$ cat src/rtl/lcd_num_fmt.sv
// Binary-to-ASCII decimal formatter feeding a PCD8544-class display engine.
// Emits one set-position token, then NDIG characters MSD first, on a valid/ready stream.
module lcd_num_fmt #(
    parameter int unsigned DW         = 16,
    parameter int unsigned NDIG       = 5,
    parameter bit          LEAD_BLANK = 1'b1
) (
    input  logic          clk,
    input  logic          rst,
    input  logic          num_valid,
    output logic          num_ready,
    input  logic [DW-1:0] num_data,
    input  logic [2:0]    num_y,
    input  logic [6:0]    num_x,
    output logic          out_valid,
    input  logic          out_ready,
    output logic          out_kind,
    output logic [2:0]    out_y,
    output logic [6:0]    out_x,
    output logic [7:0]    out_char,
    output logic          busy
);

    localparam int unsigned BW = NDIG * 4;
    localparam int unsigned CW = $clog2(DW + 1);
    localparam int unsigned IW = $clog2(NDIG + 1);

    function automatic logic [63:0] pow10(input int unsigned n);
        logic [63:0] r;
        r = 64'd1;
        for (int unsigned i = 0; i < n; i++) r = r * 64'd10;
        return r;
    endfunction

    if (pow10(NDIG) <= ((64'd1 << DW) - 64'd1)) begin : g_bad_ndig
        $error("lcd_num_fmt: NDIG too small to hold 2^DW-1");
    end

    typedef enum logic [1:0] {IDLE, CONV, POS, CHAR} state_t;

    state_t        state_q, state_d;
    logic [DW-1:0] bin_q, bin_d;
    logic [BW-1:0] bcd_q, bcd_d, bcd_adj;
    logic [CW-1:0] cnt_q, cnt_d;
    logic [IW-1:0] idx_q, idx_d;
    logic          blank_q, blank_d;
    logic [2:0]    y_q, y_d;
    logic [6:0]    x_q, x_d;
    logic          out_valid_q, out_valid_d;
    logic          out_kind_q, out_kind_d;
    logic [2:0]    out_y_q, out_y_d;
    logic [6:0]    out_x_q, out_x_d;
    logic [7:0]    out_char_q, out_char_d;
    logic [3:0]    nib_cur, nib_nxt;

    always_ff @(posedge clk or posedge rst) begin
        if (rst) begin
            state_q     <= IDLE;
            bin_q       <= '0;
            bcd_q       <= '0;
            cnt_q       <= '0;
            idx_q       <= '0;
            blank_q     <= 1'b0;
            y_q         <= '0;
            x_q         <= '0;
            out_valid_q <= 1'b0;
            out_kind_q  <= 1'b0;
            out_y_q     <= '0;
            out_x_q     <= '0;
            out_char_q  <= '0;
        end else begin
            state_q     <= state_d;
            bin_q       <= bin_d;
            bcd_q       <= bcd_d;
            cnt_q       <= cnt_d;
            idx_q       <= idx_d;
            blank_q     <= blank_d;
            y_q         <= y_d;
            x_q         <= x_d;
            out_valid_q <= out_valid_d;
            out_kind_q  <= out_kind_d;
            out_y_q     <= out_y_d;
            out_x_q     <= out_x_d;
            out_char_q  <= out_char_d;
        end
    end

    always_comb begin
        state_d = state_q;
        case (state_q)
            IDLE: if (num_valid) state_d = CONV;
            CONV: if (cnt_q == CW'(DW - 1)) state_d = POS;
            POS:  if (out_ready) state_d = CHAR;
            CHAR: if (out_ready && idx_q == '0) state_d = IDLE;
            default: state_d = IDLE;
        endcase
    end

    always_comb begin
        bcd_adj = bcd_q;
        for (int unsigned i = 0; i < NDIG; i++) begin
            if (bcd_q[i*4 +: 4] >= 4'd5) bcd_adj[i*4 +: 4] = bcd_q[i*4 +: 4] + 4'd3;
        end
    end

    assign nib_cur = bcd_q[idx_q*4 +: 4];

    always_comb begin
        bin_d   = bin_q;
        bcd_d   = bcd_q;
        cnt_d   = cnt_q;
        idx_d   = idx_q;
        blank_d = blank_q;
        y_d     = y_q;
        x_d     = x_q;
        case (state_q)
            IDLE: if (num_valid) begin
                bin_d = num_data;
                y_d   = num_y;
                x_d   = num_x;
                bcd_d = '0;
                cnt_d = '0;
            end
            CONV: begin
                {bcd_d, bin_d} = {bcd_adj[BW-2:0], bin_q, 1'b0};
                cnt_d          = cnt_q + 1'b1;
            end
            POS: if (out_ready) begin
                idx_d   = IW'(NDIG - 1);
                blank_d = LEAD_BLANK;
            end
            CHAR: if (out_ready && idx_q != '0) begin
                idx_d   = idx_q - 1'b1;
                blank_d = blank_q && (nib_cur == 4'd0);
            end
            default: ;
        endcase
    end

    // Outputs are precomputed from the next state so the token is registered and
    // naturally holds while a stall keeps state/index/blank unchanged.
    assign nib_nxt = bcd_q[idx_d*4 +: 4];

    always_comb begin
        out_valid_d = (state_d == POS) || (state_d == CHAR);
        out_kind_d  = (state_d == CHAR);
        out_y_d     = out_y_q;
        out_x_d     = out_x_q;
        out_char_d  = out_char_q;
        if (state_d == POS) begin
            out_y_d = y_q;
            out_x_d = x_q;
        end
        if (state_d == CHAR) begin
            if (blank_d && nib_nxt == 4'd0 && idx_d != '0) out_char_d = 8'h20;
            else out_char_d = 8'h30 + {4'h0, nib_nxt};
        end
    end

    assign num_ready = (state_q == IDLE);
    assign busy      = (state_q != IDLE);
    assign out_valid = out_valid_q;
    assign out_kind  = out_kind_q;
    assign out_y     = out_y_q;
    assign out_x     = out_x_q;
    assign out_char  = out_char_q;

endmodule

$ cat config.mk
export PLATFORM = sky130hd
export DESIGN_NAME = lcd_num_fmt
export DESIGN_NICKNAME = d
export VERILOG_FILES = /design/src/rtl/lcd_num_fmt.sv
export SDC_FILE = /design/constraint.sdc
export NUM_CORES = 1
export LEC_CHECK = 0
export CAP_MARGIN = 15
export CORE_ASPECT_RATIO = 1.25
export CORE_MARGIN = 10
export CORE_UTILIZATION = 44
export CTS_CLUSTER_SIZE = 20
export DETAILED_ROUTE_END_ITERATION = 8
export PLACE_DENSITY = 0.76
export SLEW_MARGIN = 10
export SYNTH_ARGS = -nofsm -noshare
export SYNTH_HDL_FRONTEND = slang
export SYNTH_SLANG_ARGS = --single-unit
$ cat constraint.sdc
create_clock -name clk -period 3.5 [get_ports clk]
set_input_delay 0.875 -clock clk [delete_from_list [all_inputs] [get_ports clk]]
set_output_delay 0.875 -clock clk [all_outputs]
set_load 0.01 [all_outputs]
==> flow_metrics.tcl <==
set metrics [dict create \
    status "finished clean" \
    min_from "out_char[5]" \
    utilization_pct 55.2 \
    r2r-start "idx_q[0]" \
    antenna_found_initial 0 \
    vdd_drop_max_uv 449 \
    die_h_um 124 \
    cts_tree "built" \
    post-cts-setup-buffer-count 0 \
    rsz0062_at_grt "false" \
    wire_per_inst_um 16.4 \
    worst-path-max-fanout 8 \
    pre_cts_ws_ns 0.607 \
    yosys_warnings 0 \
    max_stage_delay_ns 0.55 \
    start_util_pct 45.8 \
    synth_seq_cells 75 \
    required_ns 3.72 \
    finalCriticalPeriod_ns 2.56 \
    synth_edf_count 0 \
    r2r_end "out_char[4]" \
    fillers 752 \
    vias 3014 \
    drt_wl_total_um 8740 \
    seq_area_frac_synth_pct 49.2 \
    critPathSlowestCell "clkdlybuf4s50_1" \
    antenna-diode-count 0 \
    whs_ns 0.486 \
    worst_hold_path_type "flop to flop" \
    slew_viol_final 0 \
    endpoint_kind "flop" \
    finalCritPeriodShare_pct 73.2 \
    reg2reg_depth 9 \
    synth_area_leaders "dfrtp_1 (49%), o21ai_0 (6.2%), mux2_2 (5.9%)" \
    clock_latency_ns 0.34 \
    report.final.setup_viol 0 \
    first_pass_iters 4 \
    dieArea_sq_um 12800 \
    grt-ovfl-total 0 \
    numClockSinks 75 \
    fin_ws_ns 0.939 \
    cap_violations 0 \
    die_w_um 103 \
    worst_slew_pin_slew_ns 1.05 \
    drive_above_1_share_pct 11.7 \
    rows 37 \
    startpoint_type "input pin" \
    cts_inserted_buffers 9 \
    grt_pass1_wl_um 15200 \
    yosysTopAreaCellShare_pct 49.2 \
    critPathArrivalTime_ns 2.78 \
    power_density_nw_per_um2 909 \
    root_buffer "clkbuf_8" \
    gp_congestion 0.891 \
    clk_path_buf_depth 2 \
    synth_fa_ha_area_share_pct 4.59 \
    route.detailed.drc 0 \
    skew_ns 0.0102 \
    ctsHoldBuffers 0 \
    vias_per_cell 5.64 \
    multi_input_area_sq_um 1770 \
    avgSynthCellArea_sq_um 9.91 \
    p_leak_nw 1.95 \
    synth_area_leader_cell "dfrtp_1" \
    slew_headroom_pct 29.9 \
    grtUsageTotal_pct 14.5 \
    syn_area_sq_um 3820 \
    ios 52 \
    synth_xor_area_share_pct 1.15 \
    h-tree-depth 3 \
    first_iter_violations 157 \
    port_buffers 49 \
    grt_pass1_vias 3150 \
    synth-simple-area-share_pct 15.7 \
    post-dp-hpwl_um 6240 \
    seq_area_sq_um 1880 \
    power_mw 4.18 \
    clkTransAtPathRegs_ns 0.08 \
    num-nets-final 476 \
    ys_types 49 \
    async_flop_share_pct 100 \
    ant_nets 0 \
    cts.repair.resized 0 \
    netlist_instances 385 \
    path_class "input pin to flop" \
    synth_compound_area_share_pct 18.1 \
    muxShareOfSynthArea_pct 6.43 \
    finalSetupTns_ns 0 \
    worstHoldEndpoint "out_char[5]" \
    report.final.hold_viol_count 0 \
    grt_max_degree 46 \
    rrSetupSlack_ns 0.98 \
    path_cells "clkdlybuf4s50_1 > nand2_1 > nor4b_4 > nor2_4 > inv_6 > a211oi_1 > nor4_1 > a41oi_2" \
    min_path_cells 1 \
    fmax_mhz 390 \
    synthFlopType "dfrtp_1" \
    core-area_sq_um 8330 \
    synth_top_family_by_area "compound AO/OA/AOI/OAI gates" \
    synthToLayoutAreaGrowth_pct 20.5 \
]
[layout by cell type, fill, tap and decap left out, types with 2 or more instances in the layout]
master and n:
a22o_1 7, conb_1 2, buf_4 5, nor2_1 18, dfrtp_1 75, or3_1 3, a21oi_1 22, mux2i_1 2
clkbuf_1 2, clkbuf_8 11, nand3b_1 3, xnor2_1 5, nand4_1 2, a31oi_1 2, nor2b_1 2, nor4_1 5
a22oi_1 16, nor3_1 10, ha_1 14, inv_1 17, and3_1 2, inv_2 2, nor3b_1 4, clkdlybuf4s50_1 49
nand2b_1 11, o221a_1 3, o21ai_0 47, a211oi_1 2, nand2_1 42, o31ai_1 2, mux2_2 20, nand3_1 10
[synth_stat cells, types with 5 or more instances]
| library cell | number |
|---|---|
| inv_1 | 18 |
| nand3_1 | 10 |
| ha_1 | 14 |
| a22o_1 | 7 |
| clkbuf_1 | 10 |
| nor2_1 | 18 |
| o21ai_0 | 47 |
| nand2_1 | 42 |
| a21oi_1 | 22 |
| nor4_1 | 5 |
| dfrtp_1 | 75 |
| xnor2_1 | 5 |
| nand2b_1 | 11 |
| mux2_2 | 20 |
| nor3_1 | 10 |
| a22oi_1 | 16 |
[per-stage QoR]
| step | area (sq um) | std cells |
|---|---|---|
| 2_1_floorplan | 3820 | 386 |
| 6_report | 4600 | 534 |
| 5_1_grt | 4600 | 534 |
| 3_5_place_dp | 4390 | 518 |
| 3_3_place_gp | 4390 | 518 |
| 4_1_cts | 4600 | 534 |
[where the power goes]
| group | internal (mW) | switching [mW] |
|---|---|---|
| combinational | 0.886 | 1.01 |
| clock | 0.371 | 0.327 |
| sequential | 1.25 | 0.333 |
[worst max-delay path by stage]
stage | start | end | slack [ns] | cells past startpoint
6_report | out_ready | out_char[4] | 0.94 | 8
5_1_grt | idx_q[0] | out_char[4] | 0.79 | 9
4_1_cts | state_q[0] | num_ready | 0.93 | 2
3_5_place_dp | out_ready | out_char[4] | 0.61 | 8
3_3_place_gp | out_ready | out_char[4] | 0.65 | 8
2_1_floorplan | rst | bcd_q[0] | 0.72 | 1
[final cells by class]
class                      instances  share of cell area, %
sequential                        75                   40.8
multi-input combinational        271                   38.4
timing repair buffer              55                   11.9
clock buffer                      13                   3.46
tap                               97                   2.64
inverter                          20                   1.74
clock inverter                     3                   1.01
[cell families (layout without fill, tap and decap cells)]
group	Yosys count	after routing
flops	75	75
fa+ha+maj	14	14
xor+xnor	5	5
other cells	1	2
compound gates	110	110
simple gates	118	118
mux	22	22
buf+inv	40	91
[sequential cells by signal, summed over array words and instances, names as in the netlist, 5 cells and up]
name and cells:
bin_q 16, out_x 7, out_char 6, x_q 7
bcd_q 20, cnt_q 5
[metal layers]
layer	GRT usage, %	wire length [um]	up-vias
li1	-	-	1457
met1	17.2	3770	1469
met2	24.4	4360	74
met3	4.43	494	14
met4	4.88	104	0
met5	0	0	-
[critical path: cells and delay by family]
kind / cells / cell delay [ns]
simple gates: 4 / 1.03
buf+inv: 2 / 0.65
compound gates: 2 / 0.21
(Power assumes the default switching activity.)
